==> config.mk <==
export PLATFORM = sky130hd
export DESIGN_NAME = trace_scheduler
export DESIGN_NICKNAME = d
export VERILOG_FILES = /design/src/rtl/trace_scheduler.sv
export SDC_FILE = /design/constraint.sdc
export NUM_CORES = 1
export LEC_CHECK = 0
export CORE_MARGIN = 8
export CORE_UTILIZATION = 44
export CTS_CLUSTER_SIZE = 25
export DETAILED_ROUTE_END_ITERATION = 7
export GPL_ROUTABILITY_DRIVEN = 0
export PLACE_DENSITY_LB_ADDON = 0.15
export REMOVE_ABC_BUFFERS = 1
export SYNTH_ARGS = -nofsm -noshare
export SYNTH_HDL_FRONTEND = slang
export SYNTH_SLANG_ARGS = --single-unit
==> constraint.sdc <==
create_clock -name clk -period 4 [get_ports clk]
set_clock_uncertainty 0.2 [all_clocks]
set_input_delay 0.4 -clock clk [delete_from_list [all_inputs] [get_ports clk]]
set_output_delay 0.4 -clock clk [all_outputs]
set_load 0.01 [all_outputs]
==> src/rtl/trace_scheduler.sv <==
// Round-robin scheduler sharing one registered plot-point port between NCH waveform sources.
// Latency: 1 cycle from source handshake to plot_valid; stalls hold the slot, discards never stall.
module trace_scheduler #(
    parameter int NCH = 4,
    parameter int W   = 14,
    parameter int CHW = 2,
    parameter int DW  = 8
) (
    input  logic             clk,
    input  logic             rst_n,
    input  logic             sync,
    input  logic [NCH-1:0]   ch_en,
    input  logic [DW-1:0]    decim,
    input  logic [NCH-1:0]   src_valid,
    input  logic [NCH*W-1:0] src_x,
    input  logic [NCH*W-1:0] src_y,
    output logic [NCH-1:0]   src_ready,
    output logic             plot_valid,
    input  logic             plot_ready,
    output logic [W-1:0]     plot_x,
    output logic [W-1:0]     plot_y,
    output logic [CHW-1:0]   plot_ch
);

    logic [NCH-1:0] eligible;
    logic [NCH-1:0] discard;
    logic [NCH-1:0] gnt_oh;
    logic [CHW-1:0] last;
    logic [CHW-1:0] gnt_idx;
    logic [CHW:0]   cand;
    logic           gnt_vld;
    logic           slot_free;
    logic           active;
    logic [DW-1:0]  cnt [NCH];

    assign active    = rst_n & ~sync;
    assign slot_free = ~plot_valid | plot_ready;

    always_comb begin
        eligible = '0;
        discard  = '0;
        for (int c = 0; c < NCH; c++) begin
            eligible[c] = ch_en[c] & src_valid[c] & (cnt[c] == '0);
            discard[c]  = src_valid[c] & (~ch_en[c] | (cnt[c] != '0));
        end
    end

    // Search from the farthest candidate down to last+1 so the nearest eligible one wins.
    always_comb begin
        gnt_vld = 1'b0;
        gnt_idx = '0;
        cand    = '0;
        if (active && slot_free) begin
            for (int i = NCH; i >= 1; i--) begin
                cand = {1'b0, last} + (CHW+1)'(i);
                if (cand >= (CHW+1)'(NCH))
                    cand = cand - (CHW+1)'(NCH);
                if (eligible[cand[CHW-1:0]]) begin
                    gnt_vld = 1'b1;
                    gnt_idx = cand[CHW-1:0];
                end
            end
        end
    end

    always_comb begin
        gnt_oh = '0;
        if (gnt_vld)
            gnt_oh[gnt_idx] = 1'b1;
    end

    assign src_ready = active ? (discard | gnt_oh) : '0;

    always_ff @(posedge clk) begin
        if (!rst_n) begin
            plot_valid <= 1'b0;
            plot_x     <= '0;
            plot_y     <= '0;
            plot_ch    <= '0;
            last       <= CHW'(NCH-1);
        end else if (sync) begin
            plot_valid <= 1'b0;
            last       <= CHW'(NCH-1);
        end else if (gnt_vld) begin
            plot_valid <= 1'b1;
            plot_x     <= src_x[gnt_idx*W +: W];
            plot_y     <= src_y[gnt_idx*W +: W];
            plot_ch    <= gnt_idx;
            last       <= gnt_idx;
        end else if (plot_ready) begin
            plot_valid <= 1'b0;
        end
    end

    // Countdown reloads from decim only at zero, so a decim change never truncates a running count.
    always_ff @(posedge clk) begin
        for (int c = 0; c < NCH; c++) begin
            if (!rst_n || sync || !ch_en[c])
                cnt[c] <= '0;
            else if (src_ready[c])
                cnt[c] <= (cnt[c] == '0) ? decim : cnt[c] - DW'(1);
        end
    end

endmodule
==> impl_metrics.ini, run 1 <==
[outcome]
status = finished clean

[clocking]
path_clk_slew_ps = 70
root_buffer = clkbuf_8
insertion_delay_ps = 350
htreeDepth = 3
cts_buffers = 9
cts_tree = built
cts_buffer_depth = 2
clock-sinks = 65

[min_path]
hold_class = reg -> reg
holdCritStartpoint = plot_ch[1]$_SDFFE_PN0P_

[floorplan]
initial_core_util_pct = 45.4
die_x_um = 114
coreArea_mm2 = 0.00928
die_h_um = 114
die_area_mm2 = 0.0130
num_io_pins = 167
rows = 35

[finish]
nets = 719
diodes = 0
area_growth_pct = 47.2
drive_gt1_share_pct = 14.4

[detailed_routing]
via_per_inst = 5.61
drtIter0Drc = 160
wl_per_cell_um = 20.1
drc_errors = 0
vias = 3999
routed_wl_mm = 14.3
final_antenna_net_count = 0
firstDrtPassIters = 4

[power]
irDropWorstVdd_v = 0.000135
pwr_density_cell_mw_per_mm2 = 351
finalPower_mw = 2.18
leakagePower_nw = 2.24

[grt]
grt_max_degree = 35
grt_overflow = 0
gr-usage-met1_pct = 23.4
use_met3_pct = 7.61
grt_pass1_vias = 4249
grt-busiest-layer = met2
grt.total_usage_pct = 21.7
met2_usage_pct = 37.5
antenna_found_initial = 0
grt_pass1_wl_mm = 22.1

[setup_path]
rr_worst_depth = 11
crit_path_end = src_ready[1]
end_kind = output pin
reg2reg_setup_slack_ps = 630
path_class = reg -> out
timing.rr.end = plot_y[13]$_SDFFE_PN0P_
cp_data_arrival_time_ps = 3190
cp_max_fo = 10
startpoint = cnt[3][0]$_SDFFCE_PN0P_
r2r-start = cnt[3][0]$_SDFFCE_PN0P_
cp.required_ps = 3400
cp-start-kind = flop

[sta]
tns_ps = 0
max_freq_ghz = 0.264
finalHoldViolCount = 0
period_needed_ps = 3790
rsz0062_at_grt = false
slew-limit-headroom_pct = 67.3
final-setup-viol-count = 0
timing.final.crit_share_pct = 94.7
worst_slew_pin_slew_ps = 490
slew_violations = 0

[run]
drv_cap = 0

[synth]
synthSimpleGateAreaFrac_pct = 13.3
synth_top_family_by_area = compound AO/OA/AOI/OAI gates
yosys.area_share.adder_pct = 2.37
synth_xor_area_share_pct = 4.57
synth_cells = 416
ys_types = 48
synth_compound_area_share_pct = 22.0
synthMuxAreaShare_pct = 14.7
synth_seq_cells = 65
yosysSeqAreaShare_pct = 38.4
netlist_area_mm2 = 0.00422
synth.avg_cell_area_um2 = 10.1
yosysWarnings = 0

[place]
port_buffers = 166
dpl.hpwl_mm = 11.1
==> routing by layer <==
metal | part of all wire [%] | up-vias
li1 | - | 1909
met1 | 39 | 1899
met2 | 50 | 164
met3 | 8.8 | 27
met4 | 2.7 | 0
met5 | 0 | -
==> worst min path at each step <==
stage,cells past startpoint,endpoint,slack [ps]
floorplan,2,plot_ch[1]$_SDFFE_PN0P_,300
global placement,2,plot_ch[1]$_SDFFE_PN0P_,260
detailed placement,2,plot_ch[1]$_SDFFE_PN0P_,300
CTS,2,plot_ch[1]$_SDFFE_PN0P_,310
global route,2,plot_ch[1]$_SDFFE_PN0P_,350
finish,2,plot_ch[1]$_SDFFE_PN0P_,310
==> kinds of logic (layout without fill, tap and decap cells) <==
| group | Yosys count | in the layout |
|---|---|---|
| compound gates | 119 | 119 |
| simple gates | 104 | 104 |
| flops | 65 | 65 |
| mux | 58 | 58 |
| buf+inv | 40 | 208 |
| xor+xnor | 22 | 22 |
| fa+ha+maj | 8 | 8 |
==> state kept, by name, summed over array words and instances, names as in the netlist <==
register,cells
plot_y,14
cnt,32
plot_x,14
last,2
plot_ch,2
plot_valid,1
==> area by class of cell <==
type                            instances  area [µm²]
Clock buffer                           14         185
Tap cell                              129         161
Clock inverter                          2        7.51
Sequential cell                        65        1620
Inverter                               14        52.6
Fill cell                             765        3070
Timing Repair Buffer                  178        1760
Multi-Input combinational cell        311        2430
==> layout by cell type (no fill, tap or decap), drive strengths merged, types with 3 or more instances in the layout <==
master	n
clkdlybuf4s50	166
nor2	39
a21oi	37
dfxtp	33
edfxtp	32
a211oi	32
mux2	30
mux2i	28
o221ai	28
nand2	19
inv	14
clkbuf	14
xnor2	13
buf	12
nor3	10
xor2	9
ha	8
o21ai	7
nand3	6
nor4	6
nand2b	5
nor3b	5
and2	3
or3	3
==> timing repair <==
action                                  4_1_cts  5_1_grt
endpoints found under the setup margin        0        4
setup buffers                                 0        0
hold buffers                                  0        0
resized for setup                             0        3
==> per-stage QoR <==
step                      hold WS [ps]  std cells  area, µm²  worst slack, ps  util, %
after floorplan                    302        390       4080             -756        -
after global placement             265        697       6010              539     64.7
after detailed placement           296        697       6010              402     64.7
after CTS                          315        713       6200             45.0     66.8
after global routing               348        713       6210             36.0     66.9
final                              309        713       6210              212     66.9
==> Yosys cell counts (all sizes together) <==
cell	instances	area share (%)
and3	1	0.15
dfxtp	33	16
clkbuf	17	1.5
nand2b	5	0.92
a22oi	2	0.59
nand4	2	0.30
a211o	1	0.21
ha	8	2.4
nand2	19	1.7
o21ai	7	0.83
a211oi	32	7.7
nand4b	1	0.21
or3	3	0.44
a21boi	2	0.44
xor2	9	1.9
nor2b	2	0.30
nor3b	5	0.89
nor2	39	3.5
inv	14	1.2
o211a	1	0.24
o21bai	1	0.18
and4	1	0.21
a221oi	1	0.21
o211ai	1	0.18
nor4	6	2.2
and2b	1	0.18
mux2i	28	6.6
a41o	1	0.24
buf	9	1.9
and2	3	0.44
mux2	30	8.0
nand3	6	0.71
o21a	1	0.18
a311oi	2	0.42
xnor2	13	2.7
o221ai	28	5.8
a21oi	37	4.5
nor3	10	1.2
edfxtp	32	23
a31oi	2	0.30
==> report_power, final <==
group          internal [mW]  total, mW  leakage [nW]  switching (mW)
logic                  0.416      0.823          1.50           0.407
clock network          0.298      0.546        0.0960           0.248
registers              0.760      0.810         0.647          0.0499
==> critical path, stage by stage, from the launching register on <==
cell             delay, ps
edfxtp_1               450
inv_1                  120
ha_1                   170
nor3b_2                300
nand3_1                160
a221oi_1               460
nor4_4                 110
buf_4                  200
nand2b_4               170
a21oi_1                150
clkdlybuf4s50_1        560
Power figures use the tool's default switching activity.
==> inputs of run 2 (changes only) <==
CORE_UTILIZATION = 30   (was 44)
clock period = 4.8 ns   (was 4 ns; I/O delays follow)
==> run 2 against run 1 <==
Against the previous run: first-iteration DRC count increased by 26%; count of clock-buffer cells in the layout down 4; sequential cell count is the same; setup slack better by 510 ps; non-clock buffer count is 4 lower; cell area grew 2.0%; register-to-register slack improved by 390 ps; global-route usage fell by 5.2 points; critical path type unchanged.
==> impl_metrics.ini, run 2 (synthesis results as in run 1) <==
[grt]
grt_overflow = 0
grt_pass1_wl_mm = 23.4
grt.total_usage_pct = 16.5
antenna_found_initial = 1
grt_max_degree = 36
grt_pass1_vias = 4260

[clocking]
hold_buffers = 0
htreeDepth = 3
root_buffer = clkbuf_16
ctsResizeCount = 0
clock-sinks = 65
cts_setup_buffers = 0
insertion_delay_ps = 330
path_clk_slew_ps = 50
cts_buffer_depth = 2
cts_tree = built
cts_buffers = 9

[floorplan]
die_x_um = 135
num_io_pins = 167
die_h_um = 135
initial_core_util_pct = 30.5
rows = 43
coreArea_mm2 = 0.0138
die_area_mm2 = 0.0181

[finish]
drive_gt1_share_pct = 14.3
num-fill-cells = 1331
final_common_cell = clkdlybuf4s50_1
diodes = 0
final_cell_mix = 166 x clkdlybuf4s50_1, 39 x nor2_1, 36 x a21oi_1
top_regs = cnt: 32 flops, plot_x: 14 flops, plot_y: 14 flops
area_growth_pct = 50.2
largest_register = cnt
largest_register_ffs = 32
nets = 715
stdcell_count = 760

[detailed_routing]
drtIter0Drc = 202
via_per_inst = 5.10
wl_per_cell_um = 19.6
firstDrtPassIters = 5
vias = 3873
final_antenna_net_count = 0
routed_wl_mm = 14.9
drc_errors = 0

[setup_path]
rr_worst_depth = 11
path_cells = inv_1, ha_1, nor3b_1, nand2_2, o21bai_1, o211ai_1, buf_4, o21a_1, nor2_1, clkdlybuf4s50_1
critPathMaxStageDelay_ps = 550
crit_path_top_delay_cell = clkdlybuf4s50_1
cp_data_arrival_time_ps = 3400
r2r-start = cnt[1][0]$_SDFFCE_PN0P_
cp_max_fo = 31
cp-start-kind = flop
timing.rr.end = plot_x[3]$_SDFFE_PN0P_
crit_family = buffers and inverters
path_buf_inv = 3
end_kind = output pin
crit_cells = 10
path_class = reg -> out
cp.required_ps = 4120
reg2reg_setup_slack_ps = 1020
startpoint = cnt[3][0]$_SDFFCE_PN0P_

[sta]
whs_ps = 290
fin_ws_ps = 723
final-setup-viol-count = 0
max_freq_ghz = 0.245
tns_ps = 0
worst_slew_pin_slew_ps = 707
slew-limit-headroom_pct = 52.8
slew_violations = 0
rsz0062_at_grt = false
timing.final.crit_share_pct = 84.9
period_needed_ps = 4080
finalHoldViolCount = 0

[min_path]
holdCritStartpoint = plot_ch[1]$_SDFFE_PN0P_
hold_end = plot_ch[1]$_SDFFE_PN0P_
worstHoldPathCells = 2
hold_class = reg -> reg

[place]
dp.cells = 744
post-place-ws_ps = 1010
dpl.hpwl_mm = 11.5
port_buffers = 166

[power]
pwr_density_cell_mw_per_mm2 = 315
irDropWorstVdd_v = 0.000153
leakagePower_nw = 2.27
finalPower_mw = 2.00

[run]
drv_cap = 0

[outcome]
status = finished clean
==> run 2: where the power goes <==
| group | internal, mW | total, mW | switching, mW |
|---|---|---|---|
| Combinational | 0.332 | 0.665 | 0.332 |
| Clock | 0.412 | 0.655 | 0.243 |
| Sequential | 0.634 | 0.675 | 0.0413 |
| Total | 1.38 | 2.00 | 0.617 |
==> run 2: cell type report <==
cell class | count | area [µm²] | share of cell area, %
tap | 180 | 225 | 3.55
clock buffer | 10 | 239 | 3.77
sequential | 65 | 1620 | 25.6
inverter | 14 | 52.6 | 0.829
clock inverter | 6 | 57.6 | 0.908
timing repair buffer | 174 | 1720 | 27.2
multi-input combinational | 311 | 2420 | 38.2
==> run 2: metal layers <==
metal | wire (µm) | up-vias | GRT usage, %
met3 | 1400 | 13 | 7.06
met1 | 6310 | 1788 | 19.6
li1 | - | 1910 | -
met2 | 6990 | 160 | 26.8
met4 | 189 | 2 | 4.24
met5 | 9 | - | 0
==> run 2: how the worst max path moves through the flow <==
| stage | endpoint |
|---|---|
| finish | src_ready[3] |
| floorplan | plot_x[0]$_SDFFE_PN0P_ |
| CTS | src_ready[3] |
| global route | src_ready[1] |
| global placement | plot_y[10]$_SDFFE_PN0P_ |
| detailed placement | plot_y[10]$_SDFFE_PN0P_ |
==> run 2: per-stage QoR <==
step / util (%) / cell area [µm²]
2_1_floorplan: - / 4080
3_5_place_dp: 43.7 / 6040
4_1_cts: 45.8 / 6340
5_1_grt: 45.8 / 6340
3_3_place_gp: 43.7 / 6040
6_report: 45.8 / 6340
==> run 2: tightest hold or removal path: cells and delay by family (launching register included) <==
| kind | cells | cell delay (ps) |
|---|---|---|
| AOI/OAI and AO/OA | 1 | 70 |
| DFF | 1 | 310 |
| and+or+nand+nor | 1 | 60 |
